[src/rtl/mem_port_arbiter_pkg.sv]
// Shared definitions for the fetch/data memory port arbiter: state encoding
// and default widths/limits.
package mem_port_arbiter_pkg;

    localparam int ADDR_W_DEF       = 32;
    localparam int DATA_W_DEF       = 32;
    localparam int STARVE_LIMIT_DEF = 4;

    typedef enum logic [1:0] {
        IDLE  = 2'd0,
        GNT_I = 2'd1,
        GNT_D = 2'd2
    } arb_state_e;

endpackage

[src/rtl/mem_port_arbiter.sv]
// Arbitrates the fetch and data ports onto one single-port memory. Data wins
// by default; a fetch that has lost STARVE_LIMIT consecutive decisions wins next.
//
// state | meaning
// IDLE  | no transaction open; grant decision taken this cycle
// GNT_I | fetch command presented to memory, waiting for mem_ack
// GNT_D | data command presented to memory, waiting for mem_ack
module mem_port_arbiter
    import mem_port_arbiter_pkg::*;
#(
    parameter int ADDR_W       = ADDR_W_DEF,
    parameter int DATA_W       = DATA_W_DEF,
    parameter int STARVE_LIMIT = STARVE_LIMIT_DEF
) (
    input  logic              clk,
    input  logic              rst_n,

    input  logic              if_req,
    input  logic [ADDR_W-1:0] if_addr,
    output logic [DATA_W-1:0] if_rdata,
    output logic              if_ready,

    input  logic              d_req,
    input  logic              d_we,
    input  logic [ADDR_W-1:0] d_addr,
    input  logic [DATA_W-1:0] d_wdata,
    output logic [DATA_W-1:0] d_rdata,
    output logic              d_ready,

    output logic              mem_req,
    output logic              mem_we,
    output logic [ADDR_W-1:0] mem_addr,
    output logic [DATA_W-1:0] mem_wdata,
    input  logic [DATA_W-1:0] mem_rdata,
    input  logic              mem_ack
);

    localparam int CNT_W = $clog2(STARVE_LIMIT + 1);
    localparam logic [CNT_W-1:0] CNT_MAX = CNT_W'(STARVE_LIMIT);

    arb_state_e       state;
    arb_state_e       state_nxt;
    logic [CNT_W-1:0] starve_cnt;
    logic             grant_i;
    logic             grant_d;

    always_comb begin
        state_nxt = state;
        grant_i   = 1'b0;
        grant_d   = 1'b0;
        case (state)
            IDLE: begin
                if (d_req && !(if_req && starve_cnt == CNT_MAX)) begin
                    grant_d   = 1'b1;
                    state_nxt = GNT_D;
                end else if (if_req) begin
                    grant_i   = 1'b1;
                    state_nxt = GNT_I;
                end
            end
            GNT_I, GNT_D: begin
                if (mem_ack) state_nxt = IDLE;
            end
            default: state_nxt = IDLE;
        endcase
    end

    // Stray acks in IDLE fall through: neither ready term can fire there.
    always_ff @(posedge clk) begin
        if (!rst_n) begin
            state      <= IDLE;
            starve_cnt <= '0;
            mem_we     <= 1'b0;
            mem_addr   <= '0;
            mem_wdata  <= '0;
            if_ready   <= 1'b0;
            d_ready    <= 1'b0;
            if_rdata   <= '0;
            d_rdata    <= '0;
        end else begin
            state    <= state_nxt;
            if_ready <= (state == GNT_I) && mem_ack;
            d_ready  <= (state == GNT_D) && mem_ack;
            if ((state == GNT_I) && mem_ack) if_rdata <= mem_rdata;
            if ((state == GNT_D) && mem_ack) d_rdata  <= mem_rdata;

            if (grant_d) begin
                mem_we    <= d_we;
                mem_addr  <= d_addr;
                mem_wdata <= d_wdata;
            end else if (grant_i) begin
                mem_we   <= 1'b0;
                mem_addr <= if_addr;
            end

            if (!if_req || grant_i)
                starve_cnt <= '0;
            else if (grant_d && starve_cnt != CNT_MAX)
                starve_cnt <= starve_cnt + CNT_W'(1);
        end
    end

    assign mem_req = (state != IDLE);

endmodule
[config.mk]
export PLATFORM = sky130hd
export DESIGN_NAME = mem_port_arbiter
export DESIGN_NICKNAME = d
export VERILOG_FILES = /design/src/rtl/mem_port_arbiter_pkg.sv /design/src/rtl/mem_port_arbiter.sv
export SDC_FILE = /design/constraint.sdc
export NUM_CORES = 1
export LEC_CHECK = 0
export ABC_CLOCK_PERIOD_IN_PS = 3800
export CORE_UTILIZATION = 43
export DETAILED_ROUTE_END_ITERATION = 16
export GPL_TIMING_DRIVEN = 0
export PLACE_DENSITY = 0.91
export SETUP_SLACK_MARGIN = 0.1
export SYNTH_ARGS = -nofsm -noshare
export SYNTH_HDL_FRONTEND = slang
export SYNTH_SLANG_ARGS = --single-unit
[constraint.sdc]
create_clock -name clk -period 3.8 [get_ports clk]
set_input_delay 0.76 -clock clk [delete_from_list [all_inputs] [get_ports clk]]
set_output_delay 0.76 -clock clk [all_outputs]
set_load 0.1 [all_outputs]
==> run_results.csv <==
group,metric,value,unit
status,outcome,"finished clean",
pwr,overall_power_after_layout,4.58,mW
cells_and_area,final_core_utilization,72.2,%
sta,setup-violations-final,0,
clock_network,cts_num_sinks,136,
critical_path,ff2ff_path_depth,7,
pwr,vdd_ir_drop_max,0.389,mV
detailed_routing,routed_wl,18.5,mm
cells_and_area,flow.area_growth_from_synthesis,63.9,%
critical_path,endpoint_kind,"output pin",
detailed_routing,wire_per_inst,16.7,um
sta,report.final.hold_viol_count,0,
clock_network,cts.root.buffer_cell,"clkbuf_16",
place,portBuffers,264,
critical_path,worst_endpoint_required_time,3.04,ns
floorplan,die-width,113,um
synthesis,synth.lib_cells_used.distinct,28,
synthesis,synth_cells,661,
critical_path,regToRegSetupSlack,1.90,ns
critical_path,critPathArrivalTime,2.50,ns
clock_network,h_tree_depth_reported_by_cts,4,
clock_network,holdBufCountCts,0,
detailed_routing,drt_iter0_drc,441,
worst_hold_path,hold_start,"d_rdata[18]",
pwr,internal_power,2.88,mW
critical_path,regToRegEndpoint,"mem_addr[21]",
floorplan,design.core.area,0.0120,sq mm
pwr,swShare,37.1,%
global_routing,grt_antenna_before_repair,0,
pwr,part_of_the_power_in_combinational_logic,31.6,%
pwr,power-per-cell-area,529,mW/mm^2
floorplan,dieHeight,113,um
sta,period_needed,3.26,ns
synthesis,yosysWarnings,0,
synthesis,synth.yosys.seq_area_share,51.5,%
global_routing,grt_start_max_net_pins,17,
cells_and_area,finalInstanceArea,0.00867,sq mm
worst_hold_path,min_delay_worst_endpoint,"d_rdata[18]",
clock_network,cts_setup_buffers,0,
run,max_cap_viol_count,0,
critical_path,path_max_fanout,8,
clock_network,worstSkewPairLatency,0.42,ns
floorplan,floorplan.die_area,0.0127,sq mm
pwr,power_frac_seq,34.5,%
place,gp_routability_congestion,0.885,
clock_network,cts_buffers,17,
synthesis,synth.ff_latch_count,136,
floorplan,start_util,44.0,%
global_routing,gr_met2_demand_resource,47.8,%
global_routing,busiest_layer,"met2",
clock_network,cts.path.max_buffers,2,
global_routing,grt_util_met3,7.55,%
sta,worst_slew_margin_rel,30.6,%
synthesis,post_synth_instance_area,0.00529,sq mm
sta,max_freq,0.307,GHz
critical_path,setup.worst_path.start_class,"flip-flop",
detailed_routing,post-route-drc-count,0,
synthesis,syn-num-nets,800,
floorplan,floorplan.rows,40,
critical_path,r2r_start,"state[0]",
sta,fin_tns_setup,0,ns
worst_hold_path,worst_hold_path_type,"reg -> reg",
pwr,leakagePower,3.09,nW
global_routing,grt-ovfl-total,0,
clock_network,cts.clk_slew.worst_paths,0.05,ns
critical_path,critical_path.startpoint,"state[0]",
sta,finalHoldWorstSlack,0.452,ns
synthesis,synth_largest_type_area_fraction,51.5,%
synthesis,synthTopCellsByArea,"dfxtp_1 (51%), a21oi_1 (12%), nand2_1 (9.5%), o21ai_0 (9.2%), a31oi_1 (3.9%)",
cells_and_area,multi_input_comb_area,0.00221,sq mm
detailed_routing,via_per_inst,5.36,
global_routing,grt_first_pass_wirelength,28.5,mm
detailed_routing,drt_first_pass_iters,5,
place,place_area,0.00811,sq mm
global_routing,grt_util_met1,33.3,%
sta,rsz0062_at_grt,"false",
synthesis,postSynthAreaPerCell,8.00,sq um
global_routing,grt_usage,28.5,%
detailed_routing,final_antenna_net_count,0,
cells_and_area,layout_cell_share_with_drive_strength_beyond_1,6.37,%
synthesis,post-synth-top-area-cell,"dfxtp_1",
critical_path,critPathKind,"reg -> out",
detailed_routing,via_count,5919,
sta,fin_worst_skew,0.00582,ns
cells_and_area,most_common_cell_after_layout_fill_and_taps_aside,"clkdlybuf4s50_1",
cells_and_area,final_cell_mix,"clkdlybuf4s50_1 (264), dfxtp_1 (136), nand2_1 (134), a21oi_1 (132), o21ai_0 (97)",
sta,tightestPinTransition,1.04,ns
place,detailed_place_hpwl,13.1,mm
worst_hold_path,min_delay_path_depth,2,
sta,layout_worst_path_cycle_share,85.7,%
pwr,power.clock.fraction,33.8,%
clock_network,tritoncts,"done",
floorplan,io-pin-count,266,
cells_and_area,diodes,0,
cells_and_area,seq_area,0.00272,sq mm
cells_and_area,nNetsFinal,1083,
clock_network,cts_resized,0,
global_routing,first_global_vias,5709,
sta,maxSlewViolCount,0,
pwr,net-switching-power,1.70,mW
cells_and_area,fillCellCount,923,
==> per-layer routing <==
layer  part of all wire (%)  vias to the layer above  routed length [um]
li1                       -                     2854                   -
met1                     39                     2705                7270
met2                     49                      300                9020
met3                    7.8                       60                1430
met4                    4.0                        0                 743
met5                      0                        -                   0
==> worst max-delay path, stage by stage, from the launching register on <==
cell and delay, ns:
dfxtp_1 0.36, inv_1 0.08, ha_1 0.19, clkbuf_2 0.15, inv_1 0.13, clkdlybuf4s50_1 1.18
==> metrics by stage <==
| step | setup slack, ns | std cells |
|---|---|---|
| finish | 0.542 | 1104 |
| global route | 0.456 | 1104 |
| CTS | 0.518 | 1104 |
| detailed placement | 0.977 | 1072 |
| global placement | 0.977 | 1072 |
| floorplan | 1.70 | 661 |
==> how the worst max path moves through the flow <==
stage,end,cells after the start
3_5_place_dp,mem_req,5
6_report,mem_req,5
2_1_floorplan,mem_req,4
3_3_place_gp,mem_req,5
5_1_grt,mem_req,5
4_1_cts,mem_req,5
==> synth_stat cells (all sizes together) <==
cell type / instances
nor2: 4
a32oi: 1
a211oi: 1
nand3: 34
nor2b: 1
o21ai: 98
nor3b: 1
buf: 28
inv: 6
nand4: 1
a31oi: 33
and3: 1
a21oi: 132
or3b: 1
nand2: 134
dfxtp: 136
clkbuf: 36
o21a: 1
nand2b: 1
ha: 5
nand3b: 1
and2: 3
a21o: 2
==> sequential cells by signal (all words and copies together), names as in the netlist <==
| signal | count |
|---|---|
| d_rdata | 32 |
| d_ready | 1 |
| if_rdata | 32 |
| if_ready | 1 |
| mem_addr | 32 |
| mem_wdata | 32 |
| mem_we | 1 |
| starve_cnt | 3 |
| state | 2 |
==> final cells by class <==
class | count | area share (%)
sequential | 136 | 31.4
timing repair buffer | 264 | 30.5
multi-input combinational | 455 | 25.6
clock buffer | 24 | 5.56
buffer | 64 | 3.78
tap | 147 | 2.12
clock inverter | 8 | 0.823
inverter | 6 | 0.260
==> power groups by stage <==
stage                     clock [mW]  sequential (mW)  combinational [mW]
after CTS                       1.57             1.58                1.45
after global placement             0             1.60                1.43
after detailed placement           0             1.61                1.44
final                           1.55             1.58                1.45
after global routing            1.63             1.59                1.51
after floorplan                    0             2.32               0.292
==> cells by family after synthesis <==
| family | share of synthesized area (%) |
|---|---|
| buffers and inverters | 6.63 |
| adders and majority gates | 1.18 |
| DFF | 51.5 |
| AOI/OAI and AO/OA | 26.4 |
| and+or+nand+nor | 14.3 |
(Power assumes the default switching activity.)
